[src/rtl/crc_check_if.sv]
// Handshake and result bundle for the serial CRC-16 checker.
// The master drives the bit stream and the slave (crc_check) returns the verdict.
interface crc_check_if;
   logic        start;
   logic        in_valid;
   logic        data;
   logic        busy;
   logic        done;
   logic        crc_ok;
   logic [15:0] calc_crc;
   logic [15:0] rx_crc;
   logic [7:0]  err_count;

   modport master (
      output start, in_valid, data,
      input  busy, done, crc_ok, calc_crc, rx_crc, err_count
   );

   modport slave (
      input  start, in_valid, data,
      output busy, done, crc_ok, calc_crc, rx_crc, err_count
   );
endinterface

[src/rtl/crc_check.sv]
// Serial CRC-16 checker (x^16+x^15+1, seed FFFF): payload bits, then 16 received CRC bits MSB first.
// Define CRC_CHECK_ERRCNT_EN to build the saturating failed-frame counter; otherwise err_count is 0.
module crc_check #(
   parameter int PAYLOAD_BITS = 32
) (
   input logic        clock,
   input logic        reset_n,
   crc_check_if.slave bus
);

   localparam int CW = 10;

   typedef enum logic [1:0] {IDLE, PAYLOAD, CHECK, DONE} state_t;

   state_t          state_reg, state_next;
   logic [15:0]     r_reg, r_next;
   logic [15:0]     rx_reg, rx_next;
   logic [CW-1:0]   cnt_reg, cnt_next;
   logic            done_reg, done_next;
   logic            ok_reg, ok_next;
   logic [15:0]     r_step;
   logic [15:0]     rx_shift;
   logic            fb;

   // One Galois step of the LFSR for the current input bit.
   assign fb        = r_reg[15] ^ bus.data;
   assign r_step[0] = fb;
   assign r_step[15] = r_reg[14] ^ fb;
   generate
      for (genvar gi = 1; gi < 15; gi++) begin : g_shift
         assign r_step[gi] = r_reg[gi-1];
      end
   endgenerate

   assign rx_shift = {rx_reg[14:0], bus.data};

   always_comb begin
      state_next = state_reg;
      r_next     = r_reg;
      rx_next    = rx_reg;
      cnt_next   = cnt_reg;
      done_next  = 1'b0;
      ok_next    = ok_reg;
      // start has priority in every state: it (re)opens a frame and drops any bit offered with it
      if (bus.start) begin
         state_next = PAYLOAD;
         r_next     = 16'hFFFF;
         rx_next    = 16'h0000;
         cnt_next   = CW'(PAYLOAD_BITS);
         ok_next    = 1'b0;
      end else begin
         case (state_reg)
            PAYLOAD: begin
               if (bus.in_valid) begin
                  r_next   = r_step;
                  cnt_next = cnt_reg - CW'(1);
                  if (cnt_reg == CW'(1)) begin
                     state_next = CHECK;
                     cnt_next   = CW'(16);
                  end
               end
            end
            CHECK: begin
               if (bus.in_valid) begin
                  rx_next  = rx_shift;
                  cnt_next = cnt_reg - CW'(1);
                  if (cnt_reg == CW'(1)) begin
                     state_next = DONE;
                     done_next  = 1'b1;
                     ok_next    = (rx_shift == r_reg);
                  end
               end
            end
            DONE:    state_next = IDLE;
            default: state_next = IDLE;
         endcase
      end
   end

   always_ff @(posedge clock or negedge reset_n) begin
      if (!reset_n) begin
         state_reg <= IDLE;
         r_reg     <= 16'hFFFF;
         rx_reg    <= 16'h0000;
         cnt_reg   <= '0;
         done_reg  <= 1'b0;
         ok_reg    <= 1'b0;
      end else begin
         state_reg <= state_next;
         r_reg     <= r_next;
         rx_reg    <= rx_next;
         cnt_reg   <= cnt_next;
         done_reg  <= done_next;
         ok_reg    <= ok_next;
      end
   end

`ifdef CRC_CHECK_ERRCNT_EN
   logic [7:0] err_reg;

   // Counts on the same edge that raises done, so the count is current while done is high.
   always_ff @(posedge clock or negedge reset_n) begin
      if (!reset_n) begin
         err_reg <= 8'h00;
      end else if (done_next && !ok_next && (err_reg != 8'hFF)) begin
         err_reg <= err_reg + 8'h01;
      end
   end

   assign bus.err_count = err_reg;
`else
   assign bus.err_count = 8'h00;
`endif

   assign bus.busy     = (state_reg == PAYLOAD) || (state_reg == CHECK);
   assign bus.done     = done_reg;
   assign bus.crc_ok   = ok_reg;
   assign bus.calc_crc = r_reg;
   assign bus.rx_crc   = rx_reg;

endmodule

[src/flat_wrapper.sv]
// flat-port wrapper written by rule: the top's interface ports become plain ports
module crc_check_flat 
#(
   parameter int PAYLOAD_BITS = 32
)
  (clock, reset_n, bus_start, bus_in_valid, bus_data, bus_busy, bus_done, bus_crc_ok, bus_calc_crc, bus_rx_crc, bus_err_count);
  crc_check_if bus_i ();
  input logic clock;
  input logic reset_n;
  input wire logic [$bits(bus_i.start)-1:0] bus_start;
  input wire logic [$bits(bus_i.in_valid)-1:0] bus_in_valid;
  input wire logic [$bits(bus_i.data)-1:0] bus_data;
  output wire logic [$bits(bus_i.busy)-1:0] bus_busy;
  output wire logic [$bits(bus_i.done)-1:0] bus_done;
  output wire logic [$bits(bus_i.crc_ok)-1:0] bus_crc_ok;
  output wire logic [$bits(bus_i.calc_crc)-1:0] bus_calc_crc;
  output wire logic [$bits(bus_i.rx_crc)-1:0] bus_rx_crc;
  output wire logic [$bits(bus_i.err_count)-1:0] bus_err_count;
  assign bus_i.start = bus_start;
  assign bus_i.in_valid = bus_in_valid;
  assign bus_i.data = bus_data;
  assign bus_busy = bus_i.busy;
  assign bus_done = bus_i.done;
  assign bus_crc_ok = bus_i.crc_ok;
  assign bus_calc_crc = bus_i.calc_crc;
  assign bus_rx_crc = bus_i.rx_crc;
  assign bus_err_count = bus_i.err_count;
  crc_check #(.PAYLOAD_BITS(PAYLOAD_BITS)) u_core (.clock(clock), .reset_n(reset_n), .bus(bus_i));
endmodule
[config.mk]
export PLATFORM = sky130hd
export DESIGN_NAME = crc_check_flat
export DESIGN_NICKNAME = d
export VERILOG_FILES = /design/src/rtl/crc_check_if.sv /design/src/rtl/crc_check.sv /design/src/flat_wrapper.sv
export SDC_FILE = /design/constraint.sdc
export NUM_CORES = 1
export LEC_CHECK = 0
export CORE_MARGIN = 3
export CORE_UTILIZATION = 45
export CTS_BUF_LIST = sky130_fd_sc_hd__clkbuf_2 sky130_fd_sc_hd__clkbuf_4 sky130_fd_sc_hd__clkbuf_8
export CTS_CLUSTER_DIAMETER = 80
export CTS_CLUSTER_SIZE = 10
export DETAILED_ROUTE_END_ITERATION = 7
export DONT_BUFFER_PORTS = 1
export GPL_ROUTABILITY_DRIVEN = 0
export HOLD_SLACK_MARGIN = 0.15
export PLACE_DENSITY_LB_ADDON = 0.15
export SLEW_MARGIN = 20
export SYNTH_ARGS = -nofsm -noshare
export SYNTH_HDL_FRONTEND = slang
export SYNTH_SLANG_ARGS = --single-unit
[constraint.sdc]
create_clock -name clock -period 2.8 [get_ports clock]
set_input_delay 0.28 -clock clock [delete_from_list [all_inputs] [get_ports clock]]
set_output_delay 0.28 -clock clock [all_outputs]
set_load 0.01 [all_outputs]
==> flow_summary.ini, run 1 <==
[run_status]
status = completed

[setup_path]
timing.rr.end = u_core.cnt_reg[5]
required_ns = 2.96
critPathKind = flip-flop to flip-flop
cp-end-kind = flip-flop
path_buf_inv = 1
crit_fanout = 10
ff2ff_path_depth = 6
cp.arrival_ns = 2.25
crit_path_max_incr_delay_ns = 0.67
r2r_start = u_core.state_reg[0]
ff2ff_setup_slack_ns = 0.71
start_kind = flip-flop
cp_slowest_cell = nor3b_1
path_cells = inv_1, ha_1, nor2_1, nor3b_1, a21oi_1, a2bb2oi_1
crit_family = simple AND/OR/NAND/NOR gates

[floorplanning]
placementRows = 25
die_height_um = 78.97
core-area_sq_mm = 0.004942
start_util_pct = 48.48
die_area_sq_mm = 0.006236
io-pin-count = 48
die_w_um = 78.97

[cts]
cts_tree = done
ctsResizeCount = 0
insertion_delay_ns = 0.31
cts_max_path_buffers = 2
cts_sinks = 46
cts.htree.levels = 2
clk_pin_slew_ns = 0.09
cts_root_buf = clkbuf_8
cts-buffers-inserted = 5

[job]
max_cap_violations = 0

[logic_synthesis]
yosysSeqAreaShare_pct = 48.88
syn-instance-count = 260
ys_ff_latch = 46
synthAdderAreaFrac_pct = 2.089
syn_area_sq_mm = 0.002396
postSynthAreaPerCell_sq_um = 9.216
ys_types = 44
synth_compound_area_share_pct = 12.27
ys.flop_type = dfrtp_1
async_flop_share_pct = 100.0
synth-xor-area-share_pct = 6.945
muxShareOfSynthArea_pct = 0.4178
synth_simple_gate_area_share_pct = 23.55
synth_edf_count = 0
yosysWarnings = 0
synth_top_family_by_area = simple AND/OR/NAND/NOR gates

[route]
totalWireLength_um = 5690
vias_per_cell = 5.751
drc_errors = 0
wl_per_cell_um = 17.29
via_count = 1892
ant_nets = 0
drt-initial-drc-count = 118
first_pass_iters = 5

[timing]
holdWs_ns = 0.1683
rsz0062_at_grt = false
clock_skew_ns = 0.008205
setup_viol = 0
min_period_over_period_pct = 74.71
drv_slew = 0
fin_setup_tns_ns = 0
timing.fmax_ghz = 0.4781
min_period_ns = 2.092
slew_headroom_pct = 46.79
worst_pin_slew_ns = 0.7965
hold_violations = 0
fin_ws_ns = 0.7082

[power]
leakage_nw = 1.111
peakVddDrop_mv = 0.5211
p_per_area_mw_per_mm2 = 900.3

[min_path]
hold_class = input pin to flip-flop
holdPathStages = 2
hold_end = u_core.state_reg[0]
hp-start = bus_start

[global_route]
overflow = 0
grt_usage_pct = 19.48
grt_max_degree = 47
grt_first_pass_wirelength_um = 9335
grt_pass1_vias = 1798
grt_antenna_before_repair = 0

[cells_and_area]
num-nets-final = 270
drive_gt1_share_pct = 12.98
diodes = 0
syn_to_final_growth_pct = 9.452

[placed_design]
io_buffers = 0
dp_slack_ns = 0.7439
place_hpwl_um = 3915
==> power by group <==
group          leakage [nW]  internal (mW)  switching [mW]
combinational         0.467          0.285           0.447
clock                0.0683          0.358           0.239
sequential            0.576          0.833           0.200
total                  1.11           1.48           0.886
==> area by class of cell <==
cell class,instances,area (sq um)
Clock buffer,5,68.82
Clock inverter,3,68.82
Fill cell,483,2320
Inverter,6,22.52
Multi-Input combinational cell,194,1115
Sequential cell,46,1171
Tap cell,67,83.83
Timing Repair Buffer,8,92.59
==> what timing repair did <==
item	4_1_cts	5_1_grt
hold buffers	5	1
endpoints found under the hold margin	79	1
setup buffers	0	0
==> layout by cell type (no fill, tap or decap), types with 2 or more instances in the layout <==
| cell type | count |
|---|---|
| nand2_1 | 57 |
| nand3_1 | 31 |
| dfrtp_1 | 30 |
| a21oi_1 | 20 |
| xor2_1 | 17 |
| dfstp_2 | 16 |
| o21ai_0 | 9 |
| nor2_1 | 8 |
| conb_1 | 8 |
| inv_1 | 5 |
| clkbuf_8 | 5 |
| dlygate4sd3_1 | 5 |
| ha_1 | 4 |
| nor3_1 | 3 |
| nor4_1 | 3 |
| xnor2_1 | 2 |
| nand4_1 | 2 |
| a211oi_1 | 2 |
| a31oi_1 | 2 |
| o21a_1 | 2 |
| a41oi_1 | 2 |
| o41ai_1 | 2 |
| bufinv_16 | 2 |
| buf_4 | 2 |
==> worst max-delay path by stage <==
stage | from | endpoint | depth (start not counted)
after global routing | u_core.state_reg[0] | u_core.cnt_reg[0] | 6
after global placement | u_core.state_reg[0] | u_core.cnt_reg[5] | 6
after detailed placement | u_core.state_reg[0] | u_core.cnt_reg[5] | 6
after floorplan | u_core.state_reg[1] | u_core.cnt_reg[5] | 7
final | u_core.state_reg[0] | u_core.cnt_reg[5] | 6
after CTS | u_core.state_reg[0] | u_core.cnt_reg[5] | 6
==> cell families (layout without fill, tap and decap cells) <==
| logic type | count (synthesis) | count (layout) |
|---|---|---|
| XOR/XNOR | 19 | 19 |
| adder cells (fa/ha/maj) | 4 | 4 |
| buffers and inverters | 27 | 22 |
| multiplexers | 1 | 1 |
| AO/OA/AOI/OAI | 46 | 46 |
| AND/OR/NAND/NOR | 116 | 116 |
| flip-flops | 46 | 46 |
| other | 1 | 8 |
==> stage by stage <==
| step | instance area, sq um | instances | util, % | total power [mW] |
|---|---|---|---|---|
| after global placement | 2407 | 315 | 48.71 | 1.738 |
| final | 2623 | 329 | 53.06 | 2.361 |
| after floorplan | 2422 | 267 | - | 1.588 |
| after global routing | 2623 | 329 | 53.06 | 2.528 |
| after detailed placement | 2407 | 315 | 48.71 | 1.748 |
| after CTS | 2613 | 328 | 52.86 | 2.368 |
==> cells in the mapped netlist, types with 2 or more instances <==
library cell	instances	share of area, %
dfstp_2	16	18
clkbuf_1	11	1.7
a211oi_1	2	0.63
nor2_1	8	1.3
nor3_1	3	0.63
xor2_1	17	6.2
dfrtp_1	30	31
a21oi_1	20	4.2
nand4_1	2	0.52
inv_1	5	0.78
buf_4	9	2.8
nand3_1	31	6.5
o21a_1	2	0.63
o41ai_1	2	0.73
ha_1	4	2.1
xnor2_1	2	0.73
o21ai_0	9	1.9
a41oi_1	2	0.73
nand2_1	57	8.9
a31oi_1	2	0.52
nor4_1	3	0.78
==> worst reg2reg max path, delay by kind of cell (launching register included) <==
family / cells / cell delay, ns
and+or+nand+nor: 2 / 0.79
DFF: 1 / 0.39
adders and majority gates: 1 / 0.38
AOI/OAI and AO/OA: 2 / 0.31
buffers and inverters: 1 / 0.08
==> per-layer routing <==
metal | GRT usage [%] | up-vias | routed length, um
li1 | - | 881 | -
met1 | 24.74 | 938 | 2481
met2 | 30.64 | 62 | 2683
met3 | 6.009 | 11 | 411
met4 | 8.419 | 0 | 113
met5 | 0 | - | 0
(Power assumes the default switching activity.)
==> run 2, diff against run 1 <==
==> constraint.sdc (replaced) <==
create_clock -name clock -period 2.11 [get_ports clock]
set_input_delay 0.211 -clock clock [delete_from_list [all_inputs] [get_ports clock]]
set_output_delay 0.211 -clock clock [all_outputs]
set_load 0.01 [all_outputs]
==> flow_summary.ini, run 2 (synthesis results as in run 1) <==
[run_status]
status = completed

[route]
ant_nets = 0
wl_per_cell_um = 16.44
dr.max_layer_used = met4
first_pass_iters = 4
met3WireLength_um = 390
via_count = 1859
drt-met1-wl_um = 2451
drc_errors = 0
vias_per_cell = 5.566
dr_wl_met2_um = 2554
drt-initial-drc-count = 106
totalWireLength_um = 5492

[global_route]
grt_first_pass_wirelength_um = 9287
grt_antenna_before_repair = 0
grt_usage_pct = 19.18
grt_pass1_vias = 1809
grt_max_degree = 47
overflow = 0

[setup_path]
crit_family = compound AO/OA/AOI/OAI gates
cp_slowest_cell = dfrtp_1
required_ns = 2.30
crit_cells = 6
crit_path_max_incr_delay_ns = 0.40
ff2ff_path_depth = 6
r2r_start = u_core.cnt_reg[1]
path_buf_inv = 1
ff2ff_setup_slack_ns = 0.27
cp-end-kind = flip-flop
crit_fanout = 5
start_kind = flip-flop
critPathKind = flip-flop to flip-flop
path_cells = inv_1, ha_1, nor4b_4, nand3_1, o31ai_4, o21ba_2
timing.rr.end = u_core.cnt_reg[3]
cp.arrival_ns = 2.04

[timing]
min_period_over_period_pct = 87.40
timing.fmax_ghz = 0.5423
drv_slew = 0
slew_headroom_pct = 45.42
rsz0062_at_grt = false
hold_violations = 0
setup_viol = 0
fin_setup_tns_ns = 0
clock_skew_ns = 0.008647
min_period_ns = 1.844
worst_pin_slew_ns = 0.8159

[power]
peakVddDrop_mv = 0.6717
leakage_nw = 1.127
p_per_area_mw_per_mm2 = 1150
total_power_mw = 3.029

[cts]
insertion_delay_ns = 0.30
postCtsSetupBuffers = 0
cts-buffers-inserted = 5
cts_root_buf = clkbuf_8
cts_sinks = 46
cts.htree.levels = 2
clk_pin_slew_ns = 0.08
cts_tree = done
cts_max_path_buffers = 2

[floorplanning]
die_w_um = 78.97
start_util_pct = 48.48
die_height_um = 78.97
io-pin-count = 48
placementRows = 25
die_area_sq_mm = 0.006236
core-area_sq_mm = 0.004942

[cells_and_area]
ff_latch_area_sq_mm = 0.001171
syn_to_final_growth_pct = 9.922
final_common_cell = nand2_1
fin_util_pct = 53.29
drive_gt1_share_pct = 14.98
diodes = 0
num-nets-final = 275
nFillCells = 475
layout_common_cells = 57 x nand2_1, 31 x nand3_1, 30 x dfrtp_1
multiInputGateArea_sq_mm = 0.001115
fin_cells = 334

[placed_design]
io_buffers = 0
dp_cells = 321
place_hpwl_um = 3805

[min_path]
hold_class = input pin to flip-flop
holdPathStages = 3
hold_end = u_core.bus.calc_crc[15]
hp-start = bus_data

[job]
max_cap_violations = 0
==> run 2: changes by cell type in the layout (fill, tap and decap cells not counted), sizes merged <==
cell         change
buf              +6
clkbuf           +2
bufinv           -1
clkinv           -1
dlygate4sd3      -1
==> run 2: worst max path at each step <==
stage                              from                 to  slack, ns
floorplan           u_core.state_reg[1]  u_core.cnt_reg[5]       0.45
global placement      u_core.cnt_reg[1]  u_core.cnt_reg[3]       0.34
detailed placement    u_core.cnt_reg[1]  u_core.cnt_reg[3]       0.30
CTS                   u_core.cnt_reg[1]  u_core.cnt_reg[3]       0.27
global route        u_core.state_reg[0]  u_core.cnt_reg[7]        0.1
finish                u_core.cnt_reg[1]  u_core.cnt_reg[3]       0.27
==> run 2: timing repair <==
action / CTS / global route
hold endpoints to repair: 81 / 0
hold buffers: 5 / 0
resized for setup: 0 / 0
==> run 2: power by group <==
part	total, mW	internal [mW]	switching [mW]
clock network	0.676	0.380	0.296
registers	1.35	1.10	0.247
logic	1.00	0.399	0.603
==> run 2: area by class of cell <==
cell class | instances | share of cell area (%)
flip-flops and latches | 46 | 44.47
multi-input cells | 194 | 42.33
repair buffers | 13 | 4.846
clock buffers | 7 | 3.183
well taps | 67 | 3.183
clock inverters | 1 | 1.140
inverters | 6 | 0.8551
==> run 2: tightest hold or removal path, cell delays in order <==
cell and delay (ns):
xnor2_1 0.10, or3_1 0.10, nand3_1 0.07
==> run 2: through the flow <==
stage	hold slack [ns]	setup WS (ns)	instance area [sq um]
after detailed placement	-0.08246	0.2972	2452
final	0.1740	0.2659	2634
after global placement	-0.08284	0.3369	2452
after floorplan	-0.08459	0.4502	2422
after CTS	0.1708	0.2653	2634
after global routing	0.2078	0.09832	2634
==> run 2: routing by layer <==
layer / vias to the layer above / track usage (%)
li1: 886 / -
met1: 905 / 25.64
met2: 58 / 29.46
met3: 10 / 5.556
met4: 0 / 7.216
met5: - / 0
